===== src/rtl/uart_sched_pkg.sv =====
// uart_sched_pkg: state encoding and timing defaults for the UART transmit scheduler.
package uart_sched_pkg;
    localparam logic [2:0] S_FLUSH     = 3'd0;
    localparam logic [2:0] S_IDLE      = 3'd1;
    localparam logic [2:0] S_LAUNCH    = 3'd2;
    localparam logic [2:0] S_WAIT_DONE = 3'd3;
    localparam logic [2:0] S_WAIT_NEXT = 3'd4;
    localparam logic [2:0] S_GAP       = 3'd5;
    localparam int CLKS_PER_BIT     = 28;
    localparam int DEF_FRAME_CYCLES = 11 * CLKS_PER_BIT;
    localparam int DEF_TX_TIMEOUT   = 400;
    localparam int DEF_GAP_CYCLES   = CLKS_PER_BIT;
    localparam int TIMER_W          = 9;
endpackage


===== src/rtl/rr_arbiter.sv =====
// rr_arbiter: combinational pick of the first set request at or after pointer+1 (wrapping).
module rr_arbiter
    import uart_sched_pkg::*;
#(
    parameter int NUM_REQ = 3,
    localparam int IW     = $clog2(NUM_REQ)
) (
    input  logic [NUM_REQ-1:0] req,
    input  logic [IW-1:0]      pointer,
    output logic               valid,
    output logic [IW-1:0]      index
);
    logic [IW-1:0] j;
    // Scan farthest-first so the nearest candidate after the pointer is written last and wins.
    always_comb begin
        valid = 1'b0;
        index = '0;
        j = '0;
        for (int k = NUM_REQ; k >= 1; k--) begin
            j = IW'((int'(pointer) + k) % NUM_REQ);
            if (req[j]) begin
                valid = 1'b1;
                index = j;
            end
        end
    end
endmodule


===== src/rtl/uart_tx_scheduler.sv =====
// uart_tx_scheduler: shares one UART transmitter among NUM_REQ requesters with a per-message
// round-robin lock, launches one frame per byte and recovers from a stuck transmitter.
module uart_tx_scheduler
    import uart_sched_pkg::*;
#(
    parameter int NUM_REQ      = 3,
    parameter int PARITY_TYPE  = 0,
    parameter int FRAME_CYCLES = DEF_FRAME_CYCLES,
    parameter int TX_TIMEOUT   = DEF_TX_TIMEOUT,
    parameter int GAP_CYCLES   = DEF_GAP_CYCLES,
    localparam int IW          = $clog2(NUM_REQ)
) (
    input  logic                 clk_3125,
    input  logic                 reset,
    input  logic [NUM_REQ-1:0]   req,
    input  logic [8*NUM_REQ-1:0] req_data,
    input  logic [NUM_REQ-1:0]   req_last,
    output logic [NUM_REQ-1:0]   req_ack,
    output logic [IW-1:0]        grant_id,
    output logic                 busy,
    output logic                 tx_start,
    output logic [7:0]           tx_data,
    output logic                 parity_type,
    input  logic                 tx_done,
    output logic                 timeout_err
);
    logic [2:0]         state, state_n;
    logic [TIMER_W-1:0] cnt;
    logic [IW-1:0]      rr_ptr, grant_n, arb_idx;
    logic               arb_valid, done_q, done_edge, timeout, last_flag, abort;

    rr_arbiter #(.NUM_REQ(NUM_REQ)) u_arb (
        .req     (req),
        .pointer (rr_ptr),
        .valid   (arb_valid),
        .index   (arb_idx)
    );

    assign done_edge   = tx_done & ~done_q;
    assign timeout     = cnt == TIMER_W'(TX_TIMEOUT);
    assign grant_n     = (state == S_IDLE) ? arb_idx : grant_id;
    assign abort       = (state_n == S_GAP) && (state == S_WAIT_NEXT || (state == S_WAIT_DONE && !done_edge));
    assign parity_type = PARITY_TYPE != 0;

    always_ff @(posedge clk_3125) begin
        if (reset) state <= S_FLUSH;
        else       state <= state_n;
    end

    always_comb begin
        state_n = state;
        case (state)
            S_FLUSH:     state_n = (cnt == TIMER_W'(FRAME_CYCLES - 1)) ? S_IDLE : S_FLUSH;
            S_IDLE:      state_n = arb_valid ? S_LAUNCH : S_IDLE;
            S_LAUNCH:    state_n = S_WAIT_DONE;
            S_WAIT_DONE: state_n = done_edge ? (last_flag ? S_GAP : req[grant_id] ? S_LAUNCH : S_WAIT_NEXT)
                                             : timeout ? S_GAP : S_WAIT_DONE;
            S_WAIT_NEXT: state_n = req[grant_id] ? S_LAUNCH : timeout ? S_GAP : S_WAIT_NEXT;
            S_GAP:       state_n = (cnt == TIMER_W'(GAP_CYCLES - 1)) ? S_IDLE : S_GAP;
            default:     state_n = S_FLUSH;
        endcase
    end

    always_comb begin
        tx_start = state == S_LAUNCH;
        req_ack  = tx_start ? NUM_REQ'(1) << grant_id : '0;
        busy     = state != S_IDLE;
    end

    // The byte is captured on entry to LAUNCH so tx_data is already valid alongside tx_start.
    // done_q is forced high in LAUNCH so a tx_done level left over from the previous frame is not an edge.
    always_ff @(posedge clk_3125) begin
        if (reset) begin
            cnt         <= '0;
            done_q      <= 1'b0;
            last_flag   <= 1'b0;
            grant_id    <= '0;
            tx_data     <= 8'h00;
            timeout_err <= 1'b0;
            rr_ptr      <= IW'(NUM_REQ - 1);
        end else begin
            cnt         <= (state_n != state) ? '0 : (&cnt) ? cnt : cnt + 1'b1;
            done_q      <= (state == S_LAUNCH) | tx_done;
            timeout_err <= timeout_err | abort;
            if (state_n == S_LAUNCH) begin
                grant_id  <= grant_n;
                tx_data   <= req_data[8*grant_n +: 8];
                last_flag <= req_last[grant_n];
            end
            if (state == S_WAIT_DONE && done_edge && last_flag) rr_ptr <= grant_id;
        end
    end
endmodule


===== config.mk =====
export PLATFORM = sky130hd
export DESIGN_NAME = uart_tx_scheduler
export DESIGN_NICKNAME = d
export VERILOG_FILES = /design/src/rtl/uart_sched_pkg.sv /design/src/rtl/rr_arbiter.sv /design/src/rtl/uart_tx_scheduler.sv
export SDC_FILE = /design/constraint.sdc
export NUM_CORES = 1
export LEC_CHECK = 0
export ABC_AREA = 1
export BUFFER_PORTS_ARGS = -buffer_cell sky130_fd_sc_hd__buf_2
export CAP_MARGIN = 20
export CORE_MARGIN = 1.5
export CORE_UTILIZATION = 30
export CTS_CLUSTER_SIZE = 40
export DETAILED_ROUTE_END_ITERATION = 8
export GPL_TIMING_DRIVEN = 0
export SETUP_SLACK_MARGIN = 0.4
export SYNTH_ARGS = -nofsm -noshare
export SYNTH_HDL_FRONTEND = slang
export SYNTH_SLANG_ARGS = --single-unit
export TNS_END_PERCENT = 100

===== constraint.sdc =====
create_clock -name clk_3125 -period 2.4 [get_ports clk_3125]
set_input_delay 0.24 -clock clk_3125 [delete_from_list [all_inputs] [get_ports clk_3125]]
set_output_delay 0.24 -clock clk_3125 [all_outputs]
set_load 0.005 [all_outputs]

==> results.txt <==
The remaining global-route overflow is 0. The proportion of synthesized chip area in sequential cells is 26.0%. The worst hold-check slack came out at 230 ps. The post-detailed-route count of antenna-violating nets came out at 0. In this run the worst setup path begins at rr_ptr[0]. Of the total power, the share spent switching nets is 25.2%. The count of buffers inserted at the top-level ports came out at 47.

The tree is rooted in a clkbuf_8. The placeable core region came out at roughly 6800 µm². The via density per instance came out at 4.62. By instance count, the cell type seen most on the critical path is nand2_4.

On the critical path, the stage with the largest delay is an instance of dfxtp_2. The CTS tree is done. The largest driver fanout on the critical path is 7. The fraction of layout instances using a drive strength above 1 is 40.0%.

The worst reg2reg path endpoint is tx_data[6]. The area share of the largest cell type after synthesis is 26.0%. The area taken by multi-input logic gates came out at 1410 µm². The clock share of power came out at approximately 32%. The initial antenna violation count came to 0. The flip-flop and latch count after synthesis came out at 27. The mean instance size in the synthesized netlist is 6.61 µm². The number of iterations in the first detailed-routing pass came out at 4. The final routed wire length divided by cell count came out at 11.1 µm.

For this design, the CTS-stage hold fixing added 0 buffers. The yosys synthesis warning count is 0. In this run the number of H-tree levels came out at 1. In the global route stage, overall resource usage came out at between 10 and 15%. The number of violations reported at the end of detailed-routing iteration 0 is 109.

The antenna cell count came out at 0. The pre-CTS worst setup slack came out at 213 ps. The sequential cells in the finished layout cover a total of 552 µm². The timing-limited maximum frequency came out at around 520 MHz. After the last flow step, the layout net total stands at between 400 and 500. Of the available clock period, the critical path in the final layout requires 80.3%.

TritonCTS created 3 clock buffers. The design internal power is between 0.6 and 0.7 mW. In this run, synthesis inferred 0 flip-flops with an integrated enable. Setup repair after global routing could not meet its margin everywhere. The via count came out at 2104. The critical path in this run is classified as reg -> reg. After detailed routing, the number of remaining DRC violations is 0. The routability-driven placement congestion ratio is 0.900. Setup violations remaining at the end of the flow were counted as 0. The clock tree skew after final layout is 5.11 ps. The sequential group share of total power came out at 55.4%. The floorplan die height came out at 86.3 µm.

The delay of the slowest cell on the worst path is 370 ps. The worst setup path is launched from a flop. The layout filler cell count is 730. The arrival time at the worst endpoint came out at 2090 ps. The number of instances on the worst hold path came out at 3. The final critical path time including I/O delays and setup came out at 1930 ps. The synthesized instance count came out at 315. Yosys attributes the largest share of cell area to dfxtp_1 (26%), nand2_1 (14%), inv_1 (8.3%). The max-capacitance violation count is 0.

Detailed placement finished with a half-perimeter wire length of 3850 µm. The total negative slack came out at 0 ps. The clock transition at the registers of the reported paths came out at 100 ps.

Traced cell by cell, the critical path runs through inv_4 -> ha_4 -> inv_4 -> nand2_4 -> nand3b_1 -> nand2_2 -> nand3_4 -> nand2_4 -> nand3_4 -> nand2_4 -> inv_6 -> clkbuf_16 -> o21ai_2 -> a21oi_2. Counting every sink on the clock net gives 27. The most common library cell in the layout ignoring fill and taps is nand2_1. The largest total area in the synthesized netlist belongs to dfxtp_1.

The full die area is between 7000 and 8000 µm². The proportion of power drawn by combinational gates came out at ~13%. The total nets after synthesis is 355.

The startpoint identified for the worst hold timing path is tx_done. Entering global routing, the biggest net connects 16 pins. The hold violation total from the final report came out at 0. The flow ran to the end, and the final reports show no timing, DRC or antenna violations. The mapped netlist covers 2080 µm². The number of global-route vias before repair is 1966. The net switching power of the design came out at 0.208 mW.

The final worst slack is ~470 ps. Dividing total power by cell area gives a power density of 301 nW/µm². The sum of routed wire length over all layers is 5070 µm. The later-pin clock latency in the skew report is 270 ps.

The number of distinct library cells after synthesis is 37. The worst hold path class is in -> reg. The maximum vdd drop is 176 µV. The clock passes through at most 2 buffers. Counting cells, the worst reg-to-reg path comes to 14. For flop-to-flop paths, the worst setup slack is 470 ps. The standby leakage power came out at 1.34 nW.

The top flip-flop cell by instance count after synthesis is dfxtp_1. The first-pass GRT wire length is 8530 µm. The total count of max-transition violations in the final report is 0. The number of I/O pins came out at 50. The number of core rows came out at 30. Data on the critical path is required at its endpoint by 2560 ps.

The width of the die came out at approximately 86 µm. The synthesis-to-finish area growth came out at 31.3%. Leaving out fill and tap cells, the most frequent cells in the layout are nand2_1 (70), buf_2 (49), inv_1 (45), nand3_1 (27), dfxtp_1 (22).

The initial core utilization is 30.8%. The share of synthesized flip-flops with an asynchronous set or reset is 0%. For hold timing, the worst endpoint is done_q. The worst register-to-register path begins at rr_ptr[0]. The kind of capture point of the worst setup path is a flop.
## sequential cells by signal, indices dropped and copies added, names as in the netlist
name / count
timeout_err: 1
state: 3
tx_data: 8
cnt: 9
last_flag: 1
rr_ptr: 2
grant_id: 2
done_q: 1
## power by group through the flow
stage          clock [mW]  sequential (mW)  combinational [mW]
2_1_floorplan           0            0.468              0.0574
3_3_place_gp            0            0.469              0.0932
3_5_place_dp            0            0.469              0.0943
4_1_cts             0.280            0.459              0.0961
5_1_grt             0.290            0.458               0.118
6_report            0.263            0.456               0.104
## timing repair
action	in CTS	in global routing
gates cloned	0	2
setup endpoints to repair	20	19
gates resized for setup	13	47
pin swaps	1	13
hold endpoints to repair	0	0
buffers inserted	1	6
## critical path: cells and delay by family (launching register included)
family	cells	cell delay, ps
AOI/OAI and AO/OA	2	150
DFF	1	370
adders and majority gates	1	310
and+or+nand+nor	7	680
buffers and inverters	4	310
## synthesized netlist by cell type (3+ instances only)
| library cell | instances |
|---|---|
| nor2_1 | 21 |
| inv_1 | 46 |
| nand2_1 | 78 |
| inv_2 | 8 |
| o21ai_2 | 7 |
| o21ai_0 | 11 |
| buf_2 | 4 |
| dfxtp_1 | 27 |
| nor2_2 | 4 |
| nand3_1 | 29 |
| nand2_2 | 7 |
| a21oi_2 | 10 |
| nor3_1 | 5 |
| ha_1 | 7 |
| nand3_2 | 3 |
| a21oi_1 | 10 |
| nor3_2 | 9 |
| xor2_1 | 4 |
## per-stage QoR
step	total power, mW	util, %	cell area (µm²)	std cells
2_1_floorplan	0.525	-	2080	315
3_3_place_gp	0.562	35.8	2420	442
3_5_place_dp	0.563	35.8	2420	442
4_1_cts	0.834	37.3	2520	447
5_1_grt	0.866	40.5	2730	455
6_report	0.824	40.5	2730	455
## final cells by class
type | instances | share of cell area, %
plain buffers | 8 | 2.97
clock buffers | 3 | 1.51
clock inverters | 1 | 0.183
inverters | 57 | 8.19
multi-input cells | 223 | 51.5
flip-flops and latches | 27 | 20.2
well taps | 80 | 3.66
repair buffers | 56 | 11.8
## logic make-up after synthesis
family | synth area share, %
adders and majority gates | 4.21
AOI/OAI and AO/OA | 14.0
xor gates and xnor gates | 1.68
DFF | 26.0
and+or+nand+nor | 40.7
muxes | 0.481
buffers and inverters | 12.8
other | 0.180
## per-layer routing
layer	part of all wire (%)	global-route usage [%]
met3	4.5	3.05
met1	47	18.3
met5	0	0
met4	1.0	4.25
met2	47	23.1
## worst max-delay path by stage
stage / endpoint / slack [ps] / cells past startpoint
floorplan: tx_data[1] / 490 / 15
global placement: tx_data[4] / 250 / 15
finish: tx_data[6] / 470 / 14
detailed placement: tx_data[4] / 210 / 15
global route: cnt[3] / 350 / 12
CTS: tx_data[4] / 400 / 15
Note: power is estimated with default switching activity, not from simulation.
